<file path="src/rtl/icache_direct_mapped.sv">
// Direct-mapped read-only instruction cache with a single-block refill over a read/busywait handshake.
// Optional hit/miss counters are compiled in when ICACHE_STATS_EN is defined.
module icache_direct_mapped #(
    parameter int unsigned NUM_BLOCKS      = 8,
    parameter int unsigned WORDS_PER_BLOCK = 4,
    parameter int unsigned ADDR_W          = 10
) (
    input  logic                                          CLK,
    input  logic                                          RESET,
    input  logic [ADDR_W-1:0]                             PC_ADDR,
    output logic [31:0]                                   INSTRUCTION,
    output logic                                          BUSYWAIT,
    output logic                                          MEM_READ,
    output logic [ADDR_W-2-$clog2(WORDS_PER_BLOCK)-1:0]   MEM_ADDRESS,
    input  logic [32*WORDS_PER_BLOCK-1:0]                 MEM_READDATA,
    input  logic                                          MEM_BUSYWAIT
`ifdef ICACHE_STATS_EN
    ,
    output logic [15:0]                                   HIT_COUNT,
    output logic [15:0]                                   MISS_COUNT
`endif
);

    localparam int unsigned IW  = $clog2(NUM_BLOCKS);
    localparam int unsigned OW  = $clog2(WORDS_PER_BLOCK);
    localparam int unsigned BAW = ADDR_W - 2 - OW;
    localparam int unsigned TW  = BAW - IW;

    typedef enum logic [1:0] {
        S_IDLE     = 2'd0,
        S_MEM_READ = 2'd1,
        S_UPDATE   = 2'd2
    } state_t;

    state_t                 state_q;
    logic                   mem_read_q;
    logic                   first_q;
    logic [BAW-1:0]         fill_addr_q;
    logic [NUM_BLOCKS-1:0]  valid_q;
    logic [TW-1:0]          tag_q  [NUM_BLOCKS];
    logic [31:0]            data_q [NUM_BLOCKS][WORDS_PER_BLOCK];

    logic [OW-1:0]          pc_off;
    logic [IW-1:0]          pc_idx;
    logic [TW-1:0]          pc_tag;
    logic [BAW-1:0]         pc_blk;
    logic [IW-1:0]          fill_idx;
    logic [TW-1:0]          fill_tag;
    logic                   hit;
    logic                   fill_done;
    logic                   line_we;
    logic                   unused_pc_lsb;

    // Address decode for the live PC and for the latched fill address
    assign pc_off        = PC_ADDR[OW+1:2];
    assign pc_idx        = PC_ADDR[OW+IW+1:OW+2];
    assign pc_tag        = PC_ADDR[ADDR_W-1:OW+IW+2];
    assign pc_blk        = PC_ADDR[ADDR_W-1:OW+2];
    assign fill_idx      = fill_addr_q[IW-1:0];
    assign fill_tag      = fill_addr_q[BAW-1:IW];
    assign unused_pc_lsb = ^PC_ADDR[1:0];

    assign hit         = valid_q[pc_idx] && (tag_q[pc_idx] == pc_tag);
    assign INSTRUCTION = data_q[pc_idx][pc_off];
    assign BUSYWAIT    = (state_q != S_IDLE) || !hit;
    assign MEM_READ    = mem_read_q;
    assign MEM_ADDRESS = fill_addr_q;

    // Memory data is accepted only after the request has been up for a full cycle
    assign fill_done = (state_q == S_MEM_READ) && !first_q && !MEM_BUSYWAIT;
    assign line_we   = fill_done && !RESET;

    // Control FSM; reset aborts any fill in progress and invalidates every line
    always_ff @(posedge CLK) begin
        if (RESET) begin
            state_q     <= S_IDLE;
            mem_read_q  <= 1'b0;
            first_q     <= 1'b0;
            fill_addr_q <= '0;
            valid_q     <= '0;
        end else begin
            case (state_q)
                S_IDLE: begin
                    if (!hit) begin
                        fill_addr_q <= pc_blk;
                        mem_read_q  <= 1'b1;
                        first_q     <= 1'b1;
                        state_q     <= S_MEM_READ;
                    end
                end
                S_MEM_READ: begin
                    first_q <= 1'b0;
                    if (fill_done) begin
                        mem_read_q        <= 1'b0;
                        valid_q[fill_idx] <= 1'b1;
                        state_q           <= S_UPDATE;
                    end
                end
                S_UPDATE: begin
                    state_q <= S_IDLE;
                end
                default: begin
                    state_q    <= S_IDLE;
                    mem_read_q <= 1'b0;
                    first_q    <= 1'b0;
                end
            endcase
        end
    end

    // Tag and data storage are never cleared; the valid bits guard them
    always_ff @(posedge CLK) begin
        if (line_we) begin
            tag_q[fill_idx] <= fill_tag;
            for (int k = 0; k < int'(WORDS_PER_BLOCK); k++) begin
                data_q[fill_idx][OW'(k)] <= MEM_READDATA[32*k +: 32];
            end
        end
    end

`ifdef ICACHE_STATS_EN
    logic [15:0] hit_cnt_q;
    logic [15:0] miss_cnt_q;

    // Saturating event counters
    always_ff @(posedge CLK) begin
        if (RESET) begin
            hit_cnt_q  <= '0;
            miss_cnt_q <= '0;
        end else begin
            if ((state_q == S_IDLE) && hit && (hit_cnt_q != 16'hFFFF)) begin
                hit_cnt_q <= hit_cnt_q + 16'd1;
            end
            if ((state_q == S_IDLE) && !hit && (miss_cnt_q != 16'hFFFF)) begin
                miss_cnt_q <= miss_cnt_q + 16'd1;
            end
        end
    end

    assign HIT_COUNT  = hit_cnt_q;
    assign MISS_COUNT = miss_cnt_q;
`endif

endmodule

</file>
<file path="config.mk">
export PLATFORM = sky130hd
export DESIGN_NAME = icache_direct_mapped
export DESIGN_NICKNAME = d
export VERILOG_FILES = /design/src/rtl/icache_direct_mapped.sv
export SDC_FILE = /design/constraint.sdc
export NUM_CORES = 1
export LEC_CHECK = 0
export ABC_AREA = 1
export ABC_CLOCK_PERIOD_IN_PS = 6900
export CORE_AREA = 2 2 272 274
export CTS_BUF_LIST = sky130_fd_sc_hd__clkbuf_4
export DETAILED_ROUTE_END_ITERATION = 10
export DIE_AREA = 0 0 274 276
export PLACE_DENSITY = 0.57
export SETUP_SLACK_MARGIN = 0.02
export SLEW_MARGIN = 20
export SYNTH_ARGS = -nofsm -noshare
export SYNTH_HDL_FRONTEND = slang
export SYNTH_SLANG_ARGS = --single-unit
</file>
<file path="constraint.sdc">
create_clock -name CLK -period 6.9 [get_ports CLK]
set_input_delay 1.38 -clock CLK [delete_from_list [all_inputs] [get_ports CLK]]
set_output_delay 1.38 -clock CLK [all_outputs]
set_load 0.05 [all_outputs]
</file>
==> run summary <==
Max IR drop VDD -> 0.117 mV
# setup viols final -> 0
Critical path launch point -> PC_ADDR[4]
Max Fanout on Critical Path -> 136
Fin Clk Skew -> 57.8 ps
Mapped cell area -> 0.0216 mm^2
Critical path startpoint category -> input pin
Gate power share -> 0.074
Width of the die -> 274 um
Post-synth top area share -> 0.746
Number of synthesized flops with an enable pin -> 536
Share of layout cells above drive strength 1 -> 0.146
Main synth FF type -> edfxtp_1
R2r endpoint -> data_q[1][50]$_DFFE_PP_
I/O Pins -> 181
Layout area overhead -> 18.3%
Crit path DAT -> 4460 ps
Placer congestion estimate -> 0.721
Sink Count -> 554
Worst setup EP type -> primary output
Commonest non-fill, non-tap cell in the layout -> edfxtp_1
# nets final -> 1892
Fillers -> 7073
Internal -> 5.31 mW
FP Rows -> 99
CTS resizes -> 0
Pwr dens -> 273 mW/mm^2
Achievable Freq -> 171 MHz
Die ar. -> 0.0756 mm^2
Max Cap Violations -> 0
Syn. warnings -> 0
Commonest cells after routing, fill and taps aside -> edfxtp_1, nor2_1, o21ai_0
Clk pwr share -> 0.391
Port Buf Inserts -> 114
Vias/cell -> 5.00
Minimum clock period -> 5840 ps
NetSw -> 1.66 mW
DRT Wirelength -> 57800 um
Reg2reg setup slack -> 3620 ps
1st-pass router iterations -> 5
Setup Fix Bufs, Post-CTS -> 0
GRT Total Usage -> 0.153
Clock Pin Slew Worst Setup and Hold Paths -> 60 ps
Worst hold path class -> reg2reg
Place WS -> 1040 ps
Clock Tree Buf Depth -> 3
Setup CP Type -> in2out
Final TNS setup -> 0 ps
Avg WL per Cell -> 20.6 um
Cells after Synth -> 1578
Initial DRC Count -> 1088
Slew HR -> 0.266
H-tree depth -> 4
Post-DP HPWL -> 31100 um
Util after Layout -> 0.351
Setup ws final -> 1060 ps
Worst-Margin Slew -> 1100 ps
Post-synthesis cell type count -> 22
Avg Synthesized Cell Area -> 13.7 um^2
Chip height -> 276 um
Reg2reg start -> state_q[0]$_SDFFE_PP0P_
Sequential share of power -> 0.536
DR vias -> 14000
Drc violations -> 0
Synth async-reset ratio -> 0
Worst EP required -> 5520 ps
Register area share after synthesis -> 0.763
Sw frac -> 0.239
Clock latency at the later pin of the worst-skew pair -> 970 ps
Number of global-route vias before repair -> 14300
Initial antenna violation count -> 17
GRT overflow -> 0
Final worst path period share -> 0.847
Synth top area cells -> edfxtp_1, o21ai_0, nor2_1, o221ai_1, dfxtp_1
Global-route wire length before repair -> 86600 um
Synth Net Count -> 1719
Final antenna-violating net count -> 0
Starting Density -> 0.297
Core area -> 0.0726 mm^2
Largest net degree at the start of global routing -> 138
Post-CTS Hold Fix Bufs -> 0
CTS tree -> yes
RSZ-0062 raised after global routing -> no
Synth area leader -> edfxtp_1
Status -> finished, final reports clean
Synth Register Bits -> 554
Leak -> 8.12 nW
Clock buffer count from CTS -> 141
Fin. Hold Viols -> 0
CP endpoint -> INSTRUCTION[12]
Root buf cell -> clkbuf_4
Slew Viols, Final -> 0
R2R depth -> 9
## cell families after synthesis
family / share of synthesized area
flip-flops: 0.763
AO/OA/AOI/OAI: 0.134
AND/OR/NAND/NOR: 0.0717
buffers and inverters: 0.0312
## synthesized netlist by cell type, drive strengths merged, types with 37 or more instances
| master | instances |
|---|---|
| o211ai | 37 |
| clkbuf | 76 |
| inv | 37 |
| edfxtp | 536 |
| nand3 | 55 |
| a21oi | 46 |
| o221ai | 91 |
| o21ai | 265 |
| o22ai | 41 |
| nand2 | 55 |
| buf | 41 |
| nor2 | 277 |
## worst min-delay path by stage
stage	from	to	depth (start not counted)
finish	valid_q[5]$_SDFFE_PP0P_	valid_q[5]$_SDFFE_PP0P_	2
CTS	valid_q[1]$_SDFFE_PP0P_	valid_q[1]$_SDFFE_PP0P_	2
floorplan	valid_q[1]$_SDFFE_PP0P_	valid_q[1]$_SDFFE_PP0P_	2
detailed placement	valid_q[1]$_SDFFE_PP0P_	valid_q[1]$_SDFFE_PP0P_	2
global route	MEM_READ$_SDFFE_PP0P_	MEM_READ$_SDFFE_PP0P_	2
global placement	valid_q[5]$_SDFFE_PP0P_	valid_q[5]$_SDFFE_PP0P_	2
## per-layer routing
| layer | vias to the layer above | share of wire | track usage |
|---|---|---|---|
| met5 | - | 0.0019 | 0 |
| met4 | 18 | 0.025 | 0.0557 |
| li1 | 6419 | - | - |
| met2 | 451 | 0.48 | 0.247 |
| met3 | 117 | 0.071 | 0.0499 |
| met1 | 7024 | 0.42 | 0.189 |
## area by class of cell
cell class	instances	area, um^2	share of cell area
Clock buffer	197	1480	0.0580
Timing Repair Buffer	147	1440	0.0565
Multi-Input combinational cell	868	4490	0.176
Tap cell	959	1200	0.0471
Clock inverter	35	264	0.0104
Sequential cell	554	16500	0.645
Antenna cell	5	12.5	0.000491
Inverter	39	156	0.00613
## sequential cells by signal, indices dropped and copies added, names as in the netlist
register and count:
state_q 2, MEM_ADDRESS 6, MEM_READ 1, tag_q 24, valid_q 8, data_q 512, first_q 1
## power groups by stage
stage	Combinational [mW]	Sequential (mW)	Clock, mW
finish	0.513	3.74	2.72
detailed placement	0.515	3.81	0
global placement	0.503	3.81	0
global route	0.558	3.74	2.98
CTS	0.517	3.74	2.80
floorplan	0.276	3.82	0
## worst max-delay path, stage by stage
cell and delay [ps]:
clkbuf_8 240, inv_8 680, buf_12 330, nor2_1 80, o221ai_1 250, o211ai_1 130, a21oi_1 300, clkdlybuf4s50_1 880
## per-stage QoR
stage          instances  instance area, um^2  hold WS [ps]  power, mW
2_1_floorplan       1578                21600           429       4.10
3_3_place_gp        2567                23700           440       4.31
4_1_cts             2799                25500           465       7.06
5_1_grt             2800                25500           500       7.27
3_5_place_dp        2567                23700           447       4.32
6_report            2804                25500           462       6.97
Power figures use the tool's default switching activity.
